File: config.mk
export PLATFORM = sky130hd
export DESIGN_NAME = conv_window_buffer_flat
export DESIGN_NICKNAME = d
export VERILOG_FILES = /design/src/rtl/conv_pkg.sv /design/src/rtl/conv_window_buffer_if.sv /design/src/rtl/conv_window_buffer_line_mem.sv /design/src/rtl/conv_window_buffer.sv /design/src/flat_wrapper.sv
export SDC_FILE = /design/constraint.sdc
export NUM_CORES = 1
export LEC_CHECK = 0
export BUFFER_PORTS_ARGS = -buffer_cell sky130_fd_sc_hd__buf_2
export CORE_MARGIN = 2
export CORE_UTILIZATION = 40
export CTS_CLUSTER_DIAMETER = 50
export CTS_CLUSTER_SIZE = 25
export DETAILED_ROUTE_END_ITERATION = 12
export PLACE_DENSITY = 0.68
export SLEW_MARGIN = 25
export SYNTH_ARGS = -nofsm -noshare
export SYNTH_HDL_FRONTEND = slang
export SYNTH_SLANG_ARGS = --single-unit
File: constraint.sdc
create_clock -name clk -period 5.2 [get_ports clk]
set_clock_uncertainty 0.2 [all_clocks]
set_input_delay 0 -clock clk [delete_from_list [all_inputs] [get_ports clk]]
set_output_delay 0 -clock clk [all_outputs]
set_load 0.02 [all_outputs]
File: src/rtl/conv_pkg.sv
// Shared constants and window-layout helper for the convolution datapath.
// The MAC stage uses win_off() so both sides agree on the flattened window order.
package conv_pkg;

  localparam int DEF_DATA_W   = 8;
  localparam int DEF_K        = 3;
  localparam int DEF_LINE_LEN = 8;

  // Bit offset of window element (r,c); r=0 oldest row, c=0 leftmost column.
  function automatic int win_off(input int r, input int c, input int k, input int data_w);
    return (r * k + c) * data_w;
  endfunction

endpackage

File: src/rtl/conv_window_buffer_if.sv
// Pixel-in / window-out handshake bundle of the sliding-window generator.
interface conv_window_buffer_if #(
  parameter int DATA_W = 8,
  parameter int K      = 3
);

  logic                  in_valid;
  logic                  in_ready;
  logic [DATA_W-1:0]     in_data;
  logic                  out_valid;
  logic                  out_ready;
  logic [K*K*DATA_W-1:0] out_window;
  logic                  out_eol;

  modport master (
    output in_valid, in_data, out_ready,
    input  in_ready, out_valid, out_window, out_eol
  );

  modport slave (
    input  in_valid, in_data, out_ready,
    output in_ready, out_valid, out_window, out_eol
  );

endinterface

File: src/rtl/conv_window_buffer_line_mem.sv
// One image line of pixel storage: asynchronous read, synchronous write.
module line_mem #(
  parameter int DATA_W   = 8,
  parameter int LINE_LEN = 8,
  parameter int ADDR_W   = $clog2(LINE_LEN)
) (
  input  logic              clk,
  input  logic              we,
  input  logic [ADDR_W-1:0] waddr,
  input  logic [DATA_W-1:0] wdata,
  input  logic [ADDR_W-1:0] raddr,
  output logic [DATA_W-1:0] rdata
);

  logic [DATA_W-1:0] mem [LINE_LEN];

  // NOTE: storage has no reset; a reset would block RAM inference, and the
  // row gate upstream guarantees stale contents are never emitted.
  always_ff @(posedge clk) begin
    if (we) mem[waddr] <= wdata;
  end

  assign rdata = mem[raddr];

endmodule

File: src/rtl/conv_window_buffer.sv
// Sliding KxK window generator: K-1 line memories feed a KxK shift-register
// array; a registered output stage carries one window per accepted pixel.
module conv_window_buffer
  import conv_pkg::*;
#(
  parameter int DATA_W   = DEF_DATA_W,
  parameter int LINE_LEN = DEF_LINE_LEN,
  parameter int K        = DEF_K
) (
  input  logic                 clk,
  input  logic                 rst_n,
  input  logic                 clear,
  conv_window_buffer_if.slave  bus
);

  localparam int COL_W = $clog2(LINE_LEN);
  localparam int ROW_W = $clog2(K);

  localparam logic [COL_W-1:0] COL_LAST      = COL_W'(LINE_LEN - 1);
  localparam logic [COL_W-1:0] COL_FIRST_WIN = COL_W'(K - 1);
  localparam logic [ROW_W-1:0] ROW_FULL      = ROW_W'(K - 1);

  logic [COL_W-1:0]      col_cnt;
  logic [ROW_W-1:0]      row_cnt;
  logic                  accept;
  logic                  win_gate;

  logic [DATA_W-1:0]     rd_data [K-1];
  logic [DATA_W-1:0]     wr_data [K-1];
  logic [DATA_W-1:0]     new_col [K];
  logic [DATA_W-1:0]     win_q   [K][K];
  logic [DATA_W-1:0]     win_d   [K][K];
  logic [K*K*DATA_W-1:0] win_flat;

  assign bus.in_ready = !clear && (!bus.out_valid || bus.out_ready);
  // rst_n gates the accept so a pixel presented during reset is never stored.
  assign accept   = rst_n && bus.in_valid && bus.in_ready;
  assign win_gate = (row_cnt == ROW_FULL) && (col_cnt >= COL_FIRST_WIN);

  // Vertical rotate: each line takes the next-younger line's pixel at this column.
  for (genvar j = 0; j < K - 1; j++) begin : g_line
    if (j < K - 2) begin : g_mid
      assign wr_data[j] = rd_data[j+1];
    end else begin : g_top
      assign wr_data[j] = bus.in_data;
    end

    line_mem #(
      .DATA_W   (DATA_W),
      .LINE_LEN (LINE_LEN),
      .ADDR_W   (COL_W)
    ) u_line_mem (
      .clk   (clk),
      .we    (accept),
      .waddr (col_cnt),
      .wdata (wr_data[j]),
      .raddr (col_cnt),
      .rdata (rd_data[j])
    );
  end

  // NOTE: combinational logic uses blocking '=' and every output gets a
  // default first, so no latch can be inferred.
  always_comb begin
    win_flat = '0;
    for (int r = 0; r < K - 1; r++) new_col[r] = rd_data[r];
    new_col[K-1] = bus.in_data;
    for (int r = 0; r < K; r++) begin
      for (int c = 0; c < K - 1; c++) win_d[r][c] = win_q[r][c+1];
      win_d[r][K-1] = new_col[r];
    end
    for (int r = 0; r < K; r++) begin
      for (int c = 0; c < K; c++) begin
        win_flat[win_off(r, c, K, DATA_W) +: DATA_W] = win_d[r][c];
      end
    end
  end

  // NOTE: sequential state uses non-blocking '<=' so every register samples
  // pre-edge values regardless of block ordering.
  always_ff @(posedge clk) begin
    if (accept) win_q <= win_d;
  end

  always_ff @(posedge clk) begin
    if (!rst_n || clear) begin
      col_cnt <= '0;
      row_cnt <= '0;
    end else if (accept) begin
      if (col_cnt == COL_LAST) begin
        col_cnt <= '0;
        if (row_cnt != ROW_FULL) row_cnt <= row_cnt + 1'b1;
      end else begin
        col_cnt <= col_cnt + 1'b1;
      end
    end
  end

  always_ff @(posedge clk) begin
    if (!rst_n) begin
      bus.out_valid  <= 1'b0;
      bus.out_eol    <= 1'b0;
      bus.out_window <= '0;
    end else if (clear) begin
      bus.out_valid <= 1'b0;
    end else if (accept && win_gate) begin
      bus.out_valid  <= 1'b1;
      bus.out_eol    <= (col_cnt == COL_LAST);
      bus.out_window <= win_flat;
    end else if (bus.out_ready) begin
      bus.out_valid <= 1'b0;
    end
  end

endmodule

File: src/flat_wrapper.sv
// flat-port wrapper written by rule: the top's interface ports become plain ports
module conv_window_buffer_flat import conv_pkg::*;
#(
  parameter int DATA_W   = DEF_DATA_W,
  parameter int LINE_LEN = DEF_LINE_LEN,
  parameter int K        = DEF_K
)
  (clk, rst_n, clear, bus_in_valid, bus_in_data, bus_out_ready, bus_in_ready, bus_out_valid, bus_out_window, bus_out_eol);
  conv_window_buffer_if #(.DATA_W(DATA_W), .K(K)) bus_i ();
  input  logic clk;
  input  logic rst_n;
  input  logic clear;
  input wire logic [$bits(bus_i.in_valid)-1:0] bus_in_valid;
  input wire logic [$bits(bus_i.in_data)-1:0] bus_in_data;
  input wire logic [$bits(bus_i.out_ready)-1:0] bus_out_ready;
  output wire logic [$bits(bus_i.in_ready)-1:0] bus_in_ready;
  output wire logic [$bits(bus_i.out_valid)-1:0] bus_out_valid;
  output wire logic [$bits(bus_i.out_window)-1:0] bus_out_window;
  output wire logic [$bits(bus_i.out_eol)-1:0] bus_out_eol;
  assign bus_i.in_valid = bus_in_valid;
  assign bus_i.in_data = bus_in_data;
  assign bus_i.out_ready = bus_out_ready;
  assign bus_in_ready = bus_i.in_ready;
  assign bus_out_valid = bus_i.out_valid;
  assign bus_out_window = bus_i.out_window;
  assign bus_out_eol = bus_i.out_eol;
  conv_window_buffer #(.DATA_W(DATA_W), .LINE_LEN(LINE_LEN), .K(K)) u_core (.clk(clk), .rst_n(rst_n), .clear(clear), .bus(bus_i));
endmodule
==> impl_metrics.env <==
export IMPL_drtPass1Iterations=4
export IMPL_clock_path_buffers=3
export IMPL_critPathRequiredTime_ps=5220
export IMPL_pre_cts_ws_ps=2170
export IMPL_finalWorstSetupSlack_ps=2220
export IMPL_fin_setup_tns_ps=0
export IMPL_avgSynthCellArea_um2=15.7
export IMPL_initial_core_util=0.405
export IMPL_use_met1=0.190
export IMPL_regArea_um2=6930
export IMPL_ioPinCount=88
export IMPL_postCtsSetupBuffers=0
export IMPL_first_global_vias=4885
export IMPL_cts_sinks=258
export IMPL_diodes=0
export IMPL_yosysUniqueCellTypes=30
export IMPL_period_minus_slack_ps=2980
export IMPL_gr_total_overflow=0
export IMPL_use_met3=0.0276
export IMPL_cts_tree="done"
export IMPL_busiest_layer="met2"
export IMPL_rsz0062_at_grt="no"
export IMPL_layout_area_overhead_vs_synth_pct=16.2
export IMPL_cts_root_buffer="clkbuf_16"
export IMPL_timing_fmax_ghz=0.335
export IMPL_synth_compound_area_share=0.0567
export IMPL_max_slew_margin=0.377
export IMPL_syn_instance_count=602
export IMPL_drt_total_wl_um=17300
export IMPL_num_rows=56
export IMPL_drive_above_1_share=0.225
export IMPL_die_area_um2=24900
export IMPL_whs_path_depth=2
export IMPL_hold_viol_final=0
export IMPL_drv_slew=0
export IMPL_grt_use_total=0.143
export IMPL_worstPathCellList="dlygate4sd3_1, buf_2, buf_4, nor2b_1, nand3_1, inv_2, nand2_1, nor2_1, buf_4"
export IMPL_drtAntennaViolNets=0
export IMPL_fin_nets=720
export IMPL_hold_class="primary input to flip-flop"
export IMPL_antenna_found_initial=0
export IMPL_tightest_slew_ps=932
export IMPL_p_leak_nw=3.86
export IMPL_viasPerCell=4.88
export IMPL_crit_slowest_cell="nor2_1"
export IMPL_grt_pass1_wl_um=27400
export IMPL_syn_nets=619
export IMPL_vias=5051
export IMPL_arrival_ps=3000
export IMPL_timing_reg2reg_worst_path_depth=3
export IMPL_clk_pin_slew_ps=80
export IMPL_synth_mux_area_frac=0.107
export IMPL_synth_top_family_by_area="multiplexers"
export IMPL_synthXorXnorAreaFrac=0.000927
export IMPL_setup_violations=0
export IMPL_synth_area_um2=9450
export IMPL_ir_drop_v=0.000191
export IMPL_max_cap_violations=0
export IMPL_status="completed"
export IMPL_yosysSeqAreaShare=0.733
export IMPL_crit_path_end_kind="flip-flop"
export IMPL_htree_levels=1
export IMPL_slowest_delay_ps=750
export IMPL_yosys_warnings=0
export IMPL_remaining_drc_errors=0
export IMPL_multiInputGateArea_um2=2350
export IMPL_yosys_register_bits=258
export IMPL_worst_setup_path_type="primary input to flip-flop"
export IMPL_final_cells=1035
export IMPL_dp_hpwl_um=10900
export IMPL_drt_initial_drc_count=316
export IMPL_worst_setup_path_start_kind="primary input"
export IMPL_finalCritPeriodShare=0.574
export IMPL_wire_per_inst_um=16.7
export IMPL_portBuffers=87
export IMPL_core_area_um2=23300
export IMPL_place_congestion=0.733
export IMPL_synth_fa_ha_area_frac=0.00529
export IMPL_num_fill_cells=2003
export IMPL_placedCellCount=988
export IMPL_powerDensity_nw_per_um2=343
export IMPL_grt_max_degree=76
export IMPL_worst_path_max_fanout=75
export IMPL_synth_simple_area_share=0.0743
export IMPL_grt_use_met2=0.241
export IMPL_cpMostUsedCell="buf_4"
export IMPL_die_w_um=158
export IMPL_clock_latency_ps=510
export IMPL_holdWs_ps=145
export IMPL_cts_buffers=19
export IMPL_die_h_um=158
cells in the final DEF (no fill, tap or decap), types with 3 or more instances in the layout:
master           n
clkinv_2         3
a21boi_0        57
nor2_1          37
mux2_2          16
buf_4           14
nand2b_1         4
nand2_1        120
dlygate4sd3_1   12
inv_8            4
nor3_2           3
buf_2           87
edfxtp_1       176
mux4_2           4
mux4_1          28
a21oi_1          3
ha_1             4
clkbuf_16       20
dfxtp_1         82
o21ai_0         17
cells by family after synthesis:
family          Yosys count
compound gates           78
flops                   258
fa+ha+maj                 4
simple gates            175
buf+inv                  37
mux                      49
xor+xnor                  1
per-layer routing:
layer | part of all wire | routed length, um
met1 | 0.45 | 7850
met2 | 0.49 | 8440
met3 | 0.041 | 712
met4 | 0.017 | 302
met5 | 0 | 0
where the power goes:
part | leakage, nW | switching [mW] | internal (mW) | total (mW)
Sequential | 2.25 | 0.0105 | 2.20 | 2.21
Combinational | 1.29 | 0.0487 | 0.0374 | 0.0862
Clock | 0.312 | 0.715 | 0.750 | 1.47
Total | 3.86 | 0.774 | 2.99 | 3.77
worst paths after layout:
kind                         startpoint                                              end  slack [ps]
max reg2reg                   flip-flop  u_core.g_line[0].u_line_mem.mem[6][4]$_DFFE_PP_        2400
max                               rst_n  u_core.g_line[1].u_line_mem.mem[7][4]$_DFFE_PP_        2220
min                      bus_in_data[6]  u_core.g_line[1].u_line_mem.mem[3][6]$_DFFE_PP_         140
min reg2reg  u_core.win_d[61]$_DFFE_PP_                       u_core.win_d[69]$_DFFE_PP_         250
worst max-delay path: cells and delay by family:
kind                   cells  cell delay [ps]
and+or+nand+nor            4             1440
buffers and inverters      5             1550
repair_timing:
item,CTS,global route
endpoints found under the setup margin,0,0
hold buffers,12,0
hold endpoints to repair,152,0
resized for setup,0,0
area by class of cell:
cell class | count | area share
inverter | 3 | 0.00103
tap | 319 | 0.0363
clock inverter | 11 | 0.00912
clock buffer | 23 | 0.0475
timing repair buffer | 114 | 0.0615
multi-input combinational | 307 | 0.214
sequential | 258 | 0.631
synth_stat cells:
library cell | number | area, um^2
edfxtp_1 | 176 | 5290
nand2_1 | 120 | 450
dfxtp_1 | 82 | 1640
a21boi_0 | 57 | 428
nor2_1 | 37 | 139
mux4_1 | 28 | 736
o21ai_0 | 17 | 85.1
clkbuf_1 | 16 | 60.1
mux2_2 | 16 | 180
buf_2 | 9 | 45.0
buf_6 | 4 | 45.0
ha_1 | 4 | 50.1
mux4_2 | 4 | 90.1
nand2b_1 | 4 | 25.0
nor3_1 | 4 | 20.0
a21oi_1 | 3 | 15.0
inv_1 | 3 | 11.3
buf_4 | 2 | 15.0
clkbuf_8 | 2 | 27.5
nand3_1 | 2 | 10.0
nand4b_1 | 2 | 17.5
nor2b_1 | 2 | 12.5
and4_1 | 1 | 8.76
clkdlybuf4s25_2 | 1 | 10.0
mux2i_1 | 1 | 10.0
nand4_1 | 1 | 6.26
nor4_1 | 1 | 6.26
o21a_1 | 1 | 7.51
or3_1 | 1 | 6.26
xnor2_1 | 1 | 8.76
sequential cells by signal, indices dropped and copies added (netlist names), named ones only:
signal,count
u_core.bus.out_window,72
u_core.col_cnt,3
u_core.bus.out_valid,1
u_core.g_line.u_line_mem.mem,128
u_core.bus.out_eol,1
u_core.row_cnt,2
u_core.win_d,48
stage by stage:
stage / area, um^2 / total power [mW] / util
after detailed placement: 10200 / 2.34 / 0.438
after global routing: 11000 / 3.90 / 0.471
after floorplan: 9450 / 2.31 / -
after global placement: 10200 / 2.34 / 0.438
after CTS: 11000 / 3.81 / 0.470
final: 11000 / 3.77 / 0.471
(Power assumes the default switching activity.)
